`config.mk`:
```
export PLATFORM = sky130hd
export DESIGN_NAME = multiplier_flat
export DESIGN_NICKNAME = d
export VERILOG_FILES = /design/src/rtl/multiplier_pkg.sv /design/src/rtl/multiplier_if.sv /design/src/rtl/multiplier_shift_add_step.sv /design/src/rtl/multiplier.sv /design/src/flat_wrapper.sv
export SDC_FILE = /design/constraint.sdc
export NUM_CORES = 1
export LEC_CHECK = 0
export BUFFER_PORTS_ARGS = -buffer_cell sky130_fd_sc_hd__buf_2
export CAP_MARGIN = 20
export CORE_MARGIN = 4
export CORE_UTILIZATION = 30
export DETAILED_ROUTE_END_ITERATION = 8
export PLACE_DENSITY = 0.45
export SLEW_MARGIN = 20
export SYNTH_ARGS = -nofsm -noshare
export SYNTH_HDL_FRONTEND = slang
export SYNTH_SLANG_ARGS = --single-unit
```
`constraint.sdc`:
```
create_clock -name clk -period 7.1 [get_ports clk]
set_clock_uncertainty 0.1 [all_clocks]
set_input_delay 0.355 -clock clk [delete_from_list [all_inputs] [get_ports clk]]
set_output_delay 0.355 -clock clk [all_outputs]
set_load 0.02 [all_outputs]
```
`src/rtl/multiplier_pkg.sv`:
```
// Shared constants and state encoding for the shift-and-add multiplier.
package multiplier_pkg;

    localparam int unsigned WIDTH  = 8;
    localparam int unsigned CountW = $clog2(WIDTH);

    typedef enum logic [1:0] {
        StIdle = 2'd0,
        StRun  = 2'd1,
        StDone = 2'd2
    } state_e;

endpackage

```
`src/rtl/multiplier_if.sv`:
```
// Request/result bus for the multiplier; signal names line up with the divider bus.
interface multiplier_if #(
    parameter int unsigned WIDTH = multiplier_pkg::WIDTH
);

    logic                 start;
    logic [WIDTH-1:0]     a;
    logic [WIDTH-1:0]     b;
    logic [WIDTH-1:0]     c;
    logic [2*WIDTH-1:0]   p;
    logic                 busy;
    logic                 done;

    modport master (
        output start, a, b, c,
        input  p, busy, done
    );

    modport slave (
        input  start, a, b, c,
        output p, busy, done
    );

endinterface

```
`src/rtl/multiplier_shift_add_step.sv`:
```
// One shift-and-add iteration: conditionally adds the shifted multiplicand to acc.
module shift_add_step #(
    parameter int unsigned WIDTH  = multiplier_pkg::WIDTH,
    parameter int unsigned CountW = multiplier_pkg::CountW
) (
    input  logic [2*WIDTH-1:0] i_acc,
    input  logic [WIDTH-1:0]   i_a,
    input  logic               i_bit,
    input  logic [CountW-1:0]  i_count,
    output logic [2*WIDTH-1:0] o_acc
);

    logic [2*WIDTH-1:0] w_addend;

    always_comb begin
        w_addend = {{WIDTH{1'b0}}, i_a} << i_count;
        o_acc    = i_bit ? (i_acc + w_addend) : i_acc;
    end

endmodule

```
`src/rtl/multiplier.sv`:
```
// Sequential unsigned multiply-accumulate p = a*b + c, one multiplier bit per cycle.
module multiplier
    import multiplier_pkg::*;
#(
    parameter int unsigned WIDTH = multiplier_pkg::WIDTH
) (
    input  logic         clk,
    input  logic         rst,
    multiplier_if.slave  bus
);

    localparam int unsigned CntW = (WIDTH > 1) ? $clog2(WIDTH) : 1;

    state_e               r_state;
    state_e               w_state_next;
    logic [WIDTH-1:0]     r_a;
    logic [WIDTH-1:0]     r_b;
    logic [2*WIDTH-1:0]   r_acc;
    logic [CntW-1:0]      r_count;
    logic [2*WIDTH-1:0]   r_p;
    logic                 r_done;
    logic [2*WIDTH-1:0]   w_acc_next;
    logic                 w_last;

    assign w_last = (r_count == CntW'(WIDTH - 1));

    shift_add_step #(
        .WIDTH  (WIDTH),
        .CountW (CntW)
    ) u_step (
        .i_acc   (r_acc),
        .i_a     (r_a),
        .i_bit   (r_b[r_count]),
        .i_count (r_count),
        .o_acc   (w_acc_next)
    );

    always_comb begin
        w_state_next = r_state;
        unique case (r_state)
            StIdle:  if (bus.start) w_state_next = StRun;
            StRun:   if (w_last) w_state_next = StDone;
            StDone:  w_state_next = StIdle;
            default: w_state_next = StIdle;
        endcase
    end

    always_ff @(posedge clk) begin
        if (rst) begin
            r_state <= StIdle;
            r_a     <= '0;
            r_b     <= '0;
            r_acc   <= '0;
            r_count <= '0;
            r_p     <= '0;
            r_done  <= 1'b0;
        end else begin
            r_state <= w_state_next;
            r_done  <= 1'b0;
            case (r_state)
                StIdle: begin
                    if (bus.start) begin
                        r_a     <= bus.a;
                        r_b     <= bus.b;
                        r_acc   <= {{WIDTH{1'b0}}, bus.c};
                        r_count <= '0;
                    end
                end
                StRun: begin
                    r_acc   <= w_acc_next;
                    r_count <= r_count + CntW'(1);
                end
                StDone: begin
                    r_p    <= r_acc;
                    r_done <= 1'b1;
                end
                default: ;
            endcase
        end
    end

    // done is registered, so it is visible in the IDLE cycle after DONE
    assign bus.p    = r_p;
    assign bus.done = r_done;
    assign bus.busy = (r_state == StRun) || (r_state == StDone);

endmodule
```
`src/flat_wrapper.sv`:
```
// flat-port wrapper written by rule: the top's interface ports become plain ports
module multiplier_flat import multiplier_pkg::*;
#(
    parameter int unsigned WIDTH = multiplier_pkg::WIDTH
)
  (clk, rst, bus_start, bus_a, bus_b, bus_c, bus_p, bus_busy, bus_done);
  multiplier_if #(.WIDTH(WIDTH)) bus_i ();
  input  logic clk;
  input  logic rst;
  input wire logic [$bits(bus_i.start)-1:0] bus_start;
  input wire logic [$bits(bus_i.a)-1:0] bus_a;
  input wire logic [$bits(bus_i.b)-1:0] bus_b;
  input wire logic [$bits(bus_i.c)-1:0] bus_c;
  output wire logic [$bits(bus_i.p)-1:0] bus_p;
  output wire logic [$bits(bus_i.busy)-1:0] bus_busy;
  output wire logic [$bits(bus_i.done)-1:0] bus_done;
  assign bus_i.start = bus_start;
  assign bus_i.a = bus_a;
  assign bus_i.b = bus_b;
  assign bus_i.c = bus_c;
  assign bus_p = bus_i.p;
  assign bus_busy = bus_i.busy;
  assign bus_done = bus_i.done;
  multiplier #(.WIDTH(WIDTH)) u_core (.clk(clk), .rst(rst), .bus(bus_i));
endmodule
```
==> qor.csv, run 1 <==
stage,metric,value,unit
place,io_buffers,44,
critical_path,cp_max_fo,19,
place,finalWeightedCongestion,0.864,
critical_path,critPathCaptureType,register,
detailed_routing,postRouteAntennaNets,0,
clock_tree,clk_pin_slew,0.10,ns
clock_tree,cts-root-buf,clkbuf_8,
power,cellPowerDensity,175,mW/mm2
logic_synthesis,yosys_most_used_dff,dfxtp_1,
detailed_routing,drt-vias-per-instance,4.80,
critical_path,rr_startpoint,u_core.r_count[0]$_SDFFE_PP0P_,
logic_synthesis,synth_cell_types,51,
cells_and_area,fin_nets,446,
logic_synthesis,syn-num-nets,414,
cells_and_area,area.growth.synth_to_final,12.2,%
critical_path,crit_family,compound AO/OA/AOI/OAI gates,
logic_synthesis,synth-edff-count,0,
critical_path,crit_path_top_delay_cell,dfxtp_1,
grt,grt.overflow.total,0,
power,clockPowerShare,0.268,
timing,holdWs,0.174,ns
detailed_routing,via_count,2565,
clock_tree,clockBufferDepth,2,
critical_path,crit_start,u_core.r_count[0]$_SDFFE_PP0P_,
critical_path,reg2reg_slack,3.60,ns
logic_synthesis,synthesis.instances,366,
power,vdd_drop_max,79.4,uV
timing,drv_slew,0,
cells_and_area,final_cells,534,
cells_and_area,antenna_cells,0,
critical_path,cp.depth,10,
timing,setup_viol,0,
grt,antenna_found_initial,0,
grt,grt_pass1_wl,12500,um
clock_tree,hold_buffers,0,
clock_tree,numCtsBuffers,5,
hold_path,whs_path_depth,3,
logic_synthesis,synth_area,0.00314,mm2
clock_tree,clkLatencyLatePin,0.30,ns
critical_path,reg2reg_depth,10,
detailed_routing,drtIter0Drc,115,
critical_path,cp-endpoint,u_core.r_acc[8]$_SDFFE_PP0P_,
timing,rsz0062_at_grt,false,
timing,max_clock_freq,286,MHz
detailed_routing,drt-total-wl,7380,um
power,p_sw_frac,0.295,
timing,hold_viol,0,
place,dp.cells,527,
flow_run,cap_violations,0,
critical_path,critPathRequiredTime,7.20,ns
power,p_int,434,uW
critical_path,crit_type,register to register,
detailed_routing,drt-pass1-iter-count,4,
clock_tree,cts.sinks,54,
logic_synthesis,synth_area_per_cell,8.58,um2
status,status,finished clean,
floorplanning,die-area,0.0122,mm2
critical_path,slowest_delay,0.81,ns
critical_path,rr_endpoint,u_core.r_acc[8]$_SDFFE_PP0P_,
timing,tightest_slew,1.09,ns
clock_tree,cts_resized,0,
logic_synthesis,ys_seq_elements,54,
power,seqPwrFrac,0.537,
timing,fin_tns_setup,0,ns
critical_path,cpMostUsedCell,nor3_1,
detailed_routing,route.detailed.drc,0,
clock_tree,cts_tree,yes,
critical_path,start_kind,register,
hold_path,hold_class,input pin to register,
floorplanning,fp.dieW,110,um
logic_synthesis,synth_warnings,0,
floorplanning,ioPinCount,45,
place,dp_hpwl,5470,um
floorplanning,start_util,0.305,
clock_tree,htree_levels,2,
timing,finalCriticalPeriod,3.50,ns
grt,grt_max_degree,49,
logic_synthesis,synth.yosys.seq_area_share,0.344,
power,switchingPower,182,uW
timing,relSlewSlack,0.272,
cells_and_area,final_layout_size_suffix_gt1_frac,0.166,
detailed_routing,wl_per_cell,13.8,um
grt,globalRouteTotalUtil,0.129,
logic_synthesis,synthArstFlopShare,0,
floorplanning,core-area,0.0103,mm2
timing,min_period_over_period,0.493,
floorplanning,die_y,110,um
critical_path,crit_buf_inv,0,
floorplanning,row_count,37,
power,combPwrFrac,0.195,
clock_tree,postCtsSetupRepairBufs,0,
power,power.leakage,0.00144,uW
critical_path,path_cells,"nand2b_1, nor3_1, ha_1, fa_1, a211oi_1, o21bai_1, a2111oi_0, nor3_1, xor2_1, a41o_1",
grt,grt_pass1_vias,2528,
critical_path,worstPathArrival,3.60,ns
## power by group through the flow
stage               Sequential, uW  Clock (uW)  Combinational, uW
global placement               338           0                119
detailed placement             338           0                121
finish                         330         165                120
global route                   333         183                138
CTS                            331         177                122
floorplan                      331           0               97.4
## worst min path at each step
stage          slack (ns)                         end                  startpoint
2_1_floorplan        0.33  u_core.r_b[2]$_SDFFE_PP0P_  u_core.r_b[2]$_SDFFE_PP0P_
3_3_place_gp         0.35  u_core.r_b[5]$_SDFFE_PP0P_  u_core.r_b[5]$_SDFFE_PP0P_
3_5_place_dp         0.35  u_core.r_b[3]$_SDFFE_PP0P_  u_core.r_b[3]$_SDFFE_PP0P_
4_1_cts              0.16  u_core.r_b[6]$_SDFFE_PP0P_                    bus_b[6]
5_1_grt              0.17  u_core.r_b[6]$_SDFFE_PP0P_                    bus_b[6]
6_report             0.17  u_core.r_b[7]$_SDFFE_PP0P_                    bus_b[7]
## metrics by stage
stage          area (um2)  utilization  setup WS [ns]  power, uW
2_1_floorplan        3140            -           4.06        428
3_3_place_gp         3450        0.335           3.78        457
3_5_place_dp         3450        0.335           3.74        459
4_1_cts              3520        0.343           3.69        629
5_1_grt              3520        0.343           3.21        654
6_report             3520        0.343           3.60        616
## Yosys cell counts (all sizes together) (8+ instances only)
library cell	n	area share
a21oi	43	0.073
buf	9	0.016
clkbuf	11	0.013
dfxtp	54	0.34
ha	20	0.080
inv	9	0.011
mux2i	34	0.11
nand2	48	0.057
nor2	37	0.045
o21ai	15	0.024
xnor2	8	0.022
## registers in the layout, indices dropped and copies added, names as in the netlist
signal,cells
u_core.r_acc,16
u_core.bus.done,1
u_core.r_count,3
u_core.r_a,8
u_core.bus.p,16
u_core.r_b,8
u_core.r_state,2
## cell families after synthesis
family / count (synthesis) / synth area share
and+or+nand+nor: 118 / 0.167
AOI/OAI and AO/OA: 91 / 0.184
DFF: 54 / 0.344
muxes: 42 / 0.148
buffers and inverters: 29 / 0.0399
adders and majority gates: 21 / 0.0861
xor gates and xnor gates: 11 / 0.0307
## area by class of cell
| class | count | area [um2] |
|---|---|---|
| sequential | 54 | 1080 |
| fill | 1118 | 6760 |
| timing repair buffer | 45 | 228 |
| multi-input combinational | 283 | 1930 |
| inverter | 9 | 33.8 |
| clock buffer | 7 | 76.3 |
| tap | 136 | 170 |
## worst register-to-register path, delay by kind of cell, from the launching register on
family	cells	cell delay (ns)
compound gates	4	1.23
xor+xnor	1	0.17
fa+ha+maj	2	0.68
simple gates	3	0.42
flops	1	0.81
## per-layer routing
| metal | vias up | share of wire | global-route usage |
|---|---|---|---|
| met5 | - | 0 | 0 |
| met4 | 0 | 0.021 | 0.0387 |
| met3 | 10 | 0.045 | 0.0256 |
| met2 | 62 | 0.42 | 0.199 |
| met1 | 1135 | 0.51 | 0.180 |
| li1 | 1358 | - | - |
## placed cells by master, fill, tap and decap left out, drive strengths merged, types with 3 or more instances in the layout
cell type / n
dfxtp: 54
nand2: 48
buf: 45
a21oi: 43
nor2: 37
mux2i: 34
ha: 20
o21ai: 15
inv: 9
xnor2: 8
clkbuf: 7
mux2: 6
o22ai: 6
nand3: 6
nor3: 6
a211oi: 5
nand2b: 4
o21bai: 4
a22o: 4
and2: 3
a21o: 3
xor2: 3
nor2b: 3
and3: 3
(Power assumes the default switching activity.)
==> inputs of run 2 (changes only) <==
ABC_AREA = 1   (was not set)
clock period = 3.6 ns   (was 7.1 ns; I/O delays follow)
==> qor.csv, run 2 <==
stage,metric,value,unit,change
timing,drv_slew,0,,unchanged
critical_path,rr_endpoint,u_core.r_acc[15]$_SDFFE_PP0P_,,
status,status,finished clean,,
cells_and_area,final_layout_size_suffix_gt1_frac,0.156,,-0.00992
logic_synthesis,synth-edff-count,0,,unchanged
clock_tree,cts-root-buf,clkbuf_8,,
power,vdd_drop_max,166,uV,+110%
logic_synthesis,synth_largest_area_cell,dfxtp_1,,
logic_synthesis,synth_area_leaders,"dfxtp_1 32%, nand2_1 13%, nor2_1 12%",,
cells_and_area,final_cells,698,,+31%
clock_tree,hold_buffers,4,,+4
cells_and_area,fillers,1202,,+7.5%
detailed_routing,drt-total-wl,9420,um,+28%
critical_path,reg2reg_depth,16,,+6
critical_path,critPathCaptureType,register,,
floorplanning,row_count,38,,+2.7%
floorplanning,ioPinCount,45,,unchanged
clock_tree,cts_resized,0,,unchanged
critical_path,crit_start,u_core.r_count[0]$_SDFFE_PP0P_,,
timing,finalCriticalPeriod,2.87,ns,-0.627 ns
critical_path,slowest_delay,0.57,ns,-0.24 ns
detailed_routing,drtIter0Drc,210,,+83%
cells_and_area,fin_util,0.350,,+0.00756
logic_synthesis,synth.top_cells.by_count,"119 x nand2_1, 105 x nor2_1, 60 x o21ai_0, 54 x dfxtp_1, 42 x inv_1",,
clock_tree,cts_tree,yes,,
cells_and_area,fin_nets,606,,+36%
logic_synthesis,post-synth-top-count-cell,nand2_1,,
clock_tree,numCtsBuffers,5,,unchanged
critical_path,crit_type,register to register,,
grt,antenna_found_initial,0,,unchanged
timing,max_clock_freq,348,MHz,+22%
clock_tree,clk_pin_slew,0.11,ns,about the same
timing,hold_viol,0,,unchanged
clock_tree,clkLatencyLatePin,0.32,ns,+0.02 ns
cells_and_area,area.growth.synth_to_final,13.8,%,
place,dp.cells,687,,+30%
critical_path,crit_path_top_delay_cell,dfxtp_1,,
critical_path,start_kind,register,,
clock_tree,clockBufferDepth,2,,unchanged
critical_path,reg2reg_slack,0.73,ns,-2.87 ns
clock_tree,htree_levels,2,,unchanged
grt,grt_pass1_vias,3135,,+24%
place,finalWeightedCongestion,0.894,,+3.5%
critical_path,cp_max_fo,13,,-6
logic_synthesis,synth_area_per_cell,6.49,um2,-24%
logic_synthesis,synthesis.instances,516,,+41%
critical_path,path_cells,"buf_4, inv_8, nand2_1, o21ai_0, o21ai_0, nor2_1, ha_1, nor2_1, a21oi_1, nand2_1, nand2_1, nand2_1, nand3_1, nand3_1, nand2_1, nor2_1",,
floorplanning,start_util,0.308,,+0.00229
detailed_routing,drt-pass1-iter-count,4,,unchanged
critical_path,worstPathArrival,3.00,ns,-0.60 ns
grt,grt_max_degree,25,,-49%
cells_and_area,postLayoutCellArea,0.00381,mm2,+8.3%
hold_path,hold_class,input pin to register,,
hold_path,hold_end,u_core.r_b[2]$_SDFFE_PP0P_,,
clock_tree,postCtsSetupRepairBufs,0,,unchanged
floorplanning,fp.dieW,114,um,+3.1%
logic_synthesis,yosys_most_used_dff,dfxtp_1,,
timing,fin_tns_setup,0,ns,unchanged
timing,relSlewSlack,0.601,,+0.329
timing,tightest_slew,0.595,ns,-0.497 ns
logic_synthesis,ys_seq_elements,54,,unchanged
logic_synthesis,synth.yosys.seq_area_share,0.323,,-0.0217
hold_path,holdCritStartpoint,bus_b[2],,
place,place_area,0.00369,mm2,+7.1%
flow_run,cap_violations,0,,unchanged
detailed_routing,via_count,3290,,+28%
hold_path,whs_path_depth,3,,unchanged
place,dp_hpwl,7180,um,+31%
logic_synthesis,syn-num-nets,564,,+36%
power,power.leakage,0.00188,uW,+30%
critical_path,critPathRequiredTime,3.73,ns,-3.47 ns
critical_path,cpMostUsedCell,nand2_1,,
place,io_buffers,44,,unchanged
logic_synthesis,synthArstFlopShare,0,,unchanged
floorplanning,die-area,0.0129,mm2,+6.2%
grt,grt_pass1_wl,15900,um,+28%
grt,grt.overflow.total,0,,unchanged
cells_and_area,antenna_cells,0,,unchanged
clock_tree,cts.sinks,54,,unchanged
logic_synthesis,synth_area,0.00335,mm2,+6.7%
detailed_routing,route.detailed.drc,0,,unchanged
cells_and_area,layout_commonest_cell,nand2_1,,
timing,min_period_over_period,0.798,,+0.305
grt,globalRouteTotalUtil,0.154,,+0.0257
floorplanning,die_y,114,um,+3.1%
detailed_routing,wl_per_cell,13.5,um,-2.3%
logic_synthesis,synth_warnings,0,,unchanged
cells_and_area,layout_common_cells,"119 x nand2_1, 105 x nor2_1, 60 x o21ai_0",,
logic_synthesis,synth_top_area_frac,0.323,,-0.0217
timing,setup_viol,0,,unchanged
power,cellPowerDensity,415,mW/mm2,+140%
logic_synthesis,synth_cell_types,35,,-31%
floorplanning,core-area,0.0109,mm2,+5.9%
critical_path,rr_startpoint,u_core.r_count[0]$_SDFFE_PP0P_,,
timing,rsz0062_at_grt,false,,
detailed_routing,postRouteAntennaNets,0,,unchanged
detailed_routing,drt-vias-per-instance,4.71,,-1.9%
run 2: cell count changes after synthesis, moves of 8 or more:
cell / before / now
nand2_2: 0 / 9
nor2_1: 36 / 105
a21oi_1: 41 / 17
o21ai_0: 7 / 60
mux2i_1: 33 / 5
nand2_1: 48 / 119
nand3_1: 6 / 24
inv_1: 9 / 42
xnor2_1: 8 / 0
run 2: per-stage QoR:
stage               hold slack, ns  power [uW]  setup slack (ns)
finish                     0.00417        1580             0.728
global route               0.00278        1710             0.259
CTS                      0.0000399        1600             0.736
detailed placement           0.336        1230             0.756
global placement             0.333        1230             0.813
floorplan                    0.158        1100              1.33
run 2: power breakdown:
part           total [uW]  switching (uW)  internal, uW  leakage, uW
Clock                 362             227           136    0.0000444
Combinational         500             332           168      0.00139
Sequential            719            52.2           666     0.000443
run 2: kinds of logic (layout without fill, tap and decap cells):
| family | Yosys count | count (layout) | share of synthesized area |
|---|---|---|---|
| buf+inv | 65 | 107 | 0.0844 |
| flops | 54 | 54 | 0.323 |
| mux | 5 | 5 | 0.0149 |
| compound gates | 94 | 94 | 0.154 |
| fa+ha+maj | 21 | 21 | 0.0807 |
| simple gates | 277 | 277 | 0.344 |
run 2: layer usage:
| metal | global-route usage | share of wire | vias to the layer above |
|---|---|---|---|
| met2 | 0.230 | 0.40 | 64 |
| met5 | 0 | 0 | - |
| met3 | 0.0276 | 0.047 | 7 |
| met4 | 0.0361 | 0.0089 | 0 |
| met1 | 0.230 | 0.54 | 1484 |
| li1 | - | - | 1735 |
run 2: how the worst max path moves through the flow:
stage / end / slack (ns) / cells past startpoint
after floorplan: u_core.r_acc[6]$_SDFFE_PP0P_ / 1.33 / 14
after detailed placement: u_core.r_acc[15]$_SDFFE_PP0P_ / 0.76 / 16
final: u_core.r_acc[15]$_SDFFE_PP0P_ / 0.73 / 16
after CTS: u_core.r_acc[15]$_SDFFE_PP0P_ / 0.74 / 16
after global placement: u_core.r_acc[15]$_SDFFE_PP0P_ / 0.81 / 16
after global routing: u_core.r_acc[15]$_SDFFE_PP0P_ / 0.26 / 16
run 2: layout make-up:
class                           count  area [um2]  share of cell area
Clock buffer                        5        68.8              0.0180
Clock inverter                      2        13.8             0.00361
Inverter                           46         183              0.0479
Multi-Input combinational cell    397        1990               0.521
Sequential cell                    54        1080               0.283
Tap cell                          140         175              0.0459
Timing Repair Buffer               54         305              0.0801
run 2: critical path: cells and delay by family (launching register included):
family                     cells  cell delay (ns)
AOI/OAI and AO/OA              3             0.69
adders and majority gates      1             0.35
buffers and inverters          2             0.32
DFF                            1             0.57
and+or+nand+nor               10             0.74
==> inputs of run 3 (changes only) <==
ABC_AREA = 0   (was 1)
PLACE_DENSITY = 0.47   (was 0.45)
clock period = 2.56 ns   (was 3.6 ns; I/O delays follow)
==> qor.csv, run 3 (synthesis results as in run 1) <==
stage,metric,value,unit,change
timing,setup_viol,8,,+8
place,dp.cells,582,,-15%
clock_tree,cts_tree,yes,,
place,dp_hpwl,6190,um,-14%
cells_and_area,layout_common_cells,"62 x buf_4, 51 x dfxtp_1, 48 x nand2_1",,
critical_path,crit_path_top_delay_cell,dfxtp_4,,
critical_path,path_cells,"mux2i_2, buf_4, mux2_4, o21ai_4, ha_4, buf_6, nand3_2, a21oi_2, a311oi_4, buf_4, o21ai_4, mux2_4, nand2_1",,
power,vdd_drop_max,193,uV,+16%
hold_path,whs_path_depth,3,,unchanged
clock_tree,numCtsBuffers,5,,unchanged
place,io_buffers,44,,unchanged
critical_path,critPathCaptureType,register,,
detailed_routing,drt-pass1-iter-count,4,,unchanged
detailed_routing,postRouteAntennaNets,0,,unchanged
critical_path,cp.depth,13,,-3
flow_run,cap_violations,0,,unchanged
floorplanning,die-area,0.0122,mm2,-5.9%
grt,grt_pass1_vias,2752,,-12%
critical_path,start_kind,register,,
clock_tree,htree_levels,2,,unchanged
timing,max_clock_freq,371,MHz,+6.5%
grt,globalRouteTotalUtil,0.138,,-0.0161
cells_and_area,final_layout_size_suffix_gt1_frac,0.373,,+0.218
floorplanning,start_util,0.305,,-0.00229
floorplanning,ioPinCount,45,,unchanged
critical_path,rr_endpoint,u_core.r_acc[13]$_SDFFE_PP0P_,,
status,status,"finished, violations left",,
clock_tree,clockBufferDepth,2,,unchanged
timing,min_period_over_period,1.05,,+0.256
cells_and_area,postLayoutCellArea,0.00451,mm2,+18%
cells_and_area,antenna_cells,0,,unchanged
cells_and_area,layout_commonest_cell,buf_4,,
clock_tree,cts.sinks,54,,unchanged
cells_and_area,area.growth.synth_to_final,43.8,%,
critical_path,rr_startpoint,u_core.r_count[1]$_SDFFE_PP0P_,,
critical_path,reg2reg_depth,13,,-3
critical_path,cp_max_fo,8,,-5
timing,tightest_slew,0.606,ns,+0.0113 ns
timing,rsz0062_at_grt,true,,
detailed_routing,via_count,2915,,-11%
timing,finalCriticalPeriod,2.70,ns,-0.175 ns
grt,grt_pass1_wl,13400,um,-16%
detailed_routing,drt-vias-per-instance,4.72,,about the same
clock_tree,clk_pin_slew,0.11,ns,about the same
grt,grt.overflow.total,0,,unchanged
timing,relSlewSlack,0.594,,-0.00726
critical_path,worstPathArrival,2.86,ns,-0.14 ns
power,power.leakage,0.00191,uW,+1.8%
detailed_routing,wl_per_cell,13.6,um,+1.1%
grt,grt_max_degree,31,,+24%
floorplanning,die_y,110,um,-3.0%
detailed_routing,drt-total-wl,8440,um,-10%
clock_tree,clkLatencyLatePin,0.31,ns,about the same
critical_path,crit_start,u_core.r_count[1]$_SDFFE_PP0P_,,
critical_path,crit_family,multiplexers,,
timing,layout_setup_ws,-0.137,ns,-0.865 ns
place,post-place-ws,-0.300,ns,-1.06 ns
floorplanning,core-area,0.0103,mm2,-5.6%
grt,antenna_found_initial,0,,unchanged
cells_and_area,final_cells,618,,-11%
hold_path,holdCritStartpoint,bus_c[3],,
hold_path,hold_class,input pin to register,,
timing,drv_slew,0,,unchanged
critical_path,slowest_delay,0.41,ns,-0.16 ns
critical_path,crit_buf_inv,3,,+1
floorplanning,fp.dieW,110,um,-3.0%
place,finalWeightedCongestion,0.846,,-5.4%
floorplanning,row_count,37,,-2.6%
cells_and_area,fin_nets,529,,-13%
critical_path,reg2reg_slack,-0.14,ns,-0.87 ns
hold_path,hold_end,u_core.r_acc[3]$_SDFFE_PP0P_,,
clock_tree,cts-root-buf,clkbuf_8,,
critical_path,crit_type,register to register,,
power,cellPowerDensity,430,mW/mm2,+3.7%
timing,hold_viol,0,,unchanged
status,violations,negative setup slack,,
detailed_routing,route.detailed.drc,0,,unchanged
detailed_routing,drtIter0Drc,112,,-47%
critical_path,critPathRequiredTime,2.72,ns,-1.01 ns
cells_and_area,fillers,1057,,-12%
place,place_area,0.00390,mm2,+5.8%
[run 3: changes by cell type in the layout (fill, tap and decap cells not counted), moves of 7 or more]
cell           before  now
xnor2_1             0    7
a21oi_1            17   33
mux2i_1             5   26
inv_1              42    9
dlygate4sd3_1       4   18
nor2_1            105   35
nand2_1           119   48
ha_1               20   13
nand2_2             9    0
buf_4               6   62
o21ai_0            60    1
nand3_1            24    5
[run 3: metal layers]
| metal | vias up | global-route usage | routed length, um |
|---|---|---|---|
| li1 | 1529 | - | - |
| met1 | 1339 | 0.187 | 4040 |
| met2 | 41 | 0.234 | 4100 |
| met3 | 6 | 0.0163 | 209 |
| met4 | 0 | 0.0352 | 87 |
| met5 | - | 0 | 0 |
[run 3: metrics by stage]
| step | utilization | power, uW | setup TNS [ns] | hold WS (ns) |
|---|---|---|---|---|
| 3_5_place_dp | 0.380 | 1370 | -1.61 | 0.273 |
| 4_1_cts | 0.422 | 1930 | -0.311 | 0.00128 |
| 3_3_place_gp | 0.380 | 1360 | -1.06 | 0.269 |
| 6_report | 0.439 | 1940 | -0.645 | 0.0190 |
| 5_1_grt | 0.439 | 2050 | -1.70 | 0.0610 |
| 2_1_floorplan | - | 1200 | -0.0483 | 0.164 |
[run 3: what timing repair did]
action / in CTS / in global routing
gates resized for setup: 25 / 34
hold buffers: 18 / 0
setup buffers: 7 / 4
pin swaps: 4 / 18
setup endpoints to repair: 8 / 10
endpoints found under the hold margin: 18 / 0
[run 3: worst max-delay path by stage]
| stage | endpoint |
|---|---|
| finish | u_core.r_acc[13]$_SDFFE_PP0P_ |
| global route | u_core.r_acc[8]$_SDFFE_PP0P_ |
| CTS | u_core.r_acc[15]$_SDFFE_PP0P_ |
| detailed placement | u_core.r_acc[15]$_SDFFE_PP0P_ |
| global placement | u_core.r_acc[15]$_SDFFE_PP0P_ |
| floorplan | u_core.r_acc[8]$_SDFFE_PP0P_ |
[run 3: power by group]
group	total (uW)	switching, uW	internal [uW]
registers	916	39.9	876
clock network	496	303	193
logic	528	256	272
[run 3: area by class of cell]
| type | count | area [um2] | area share |
|---|---|---|---|
| multi-input combinational | 283 | 2220 | 0.492 |
| tap | 136 | 170 | 0.0377 |
| sequential | 54 | 1090 | 0.241 |
| timing repair buffer | 128 | 911 | 0.202 |
| clock buffer | 5 | 68.8 | 0.0152 |
| inverter | 9 | 33.8 | 0.00749 |
| clock inverter | 3 | 21.3 | 0.00471 |
[run 3: tightest hold or removal path, stage by stage]
cell and delay, ns:
buf_2 0.08, mux2i_1 0.06, a21oi_1 0.13
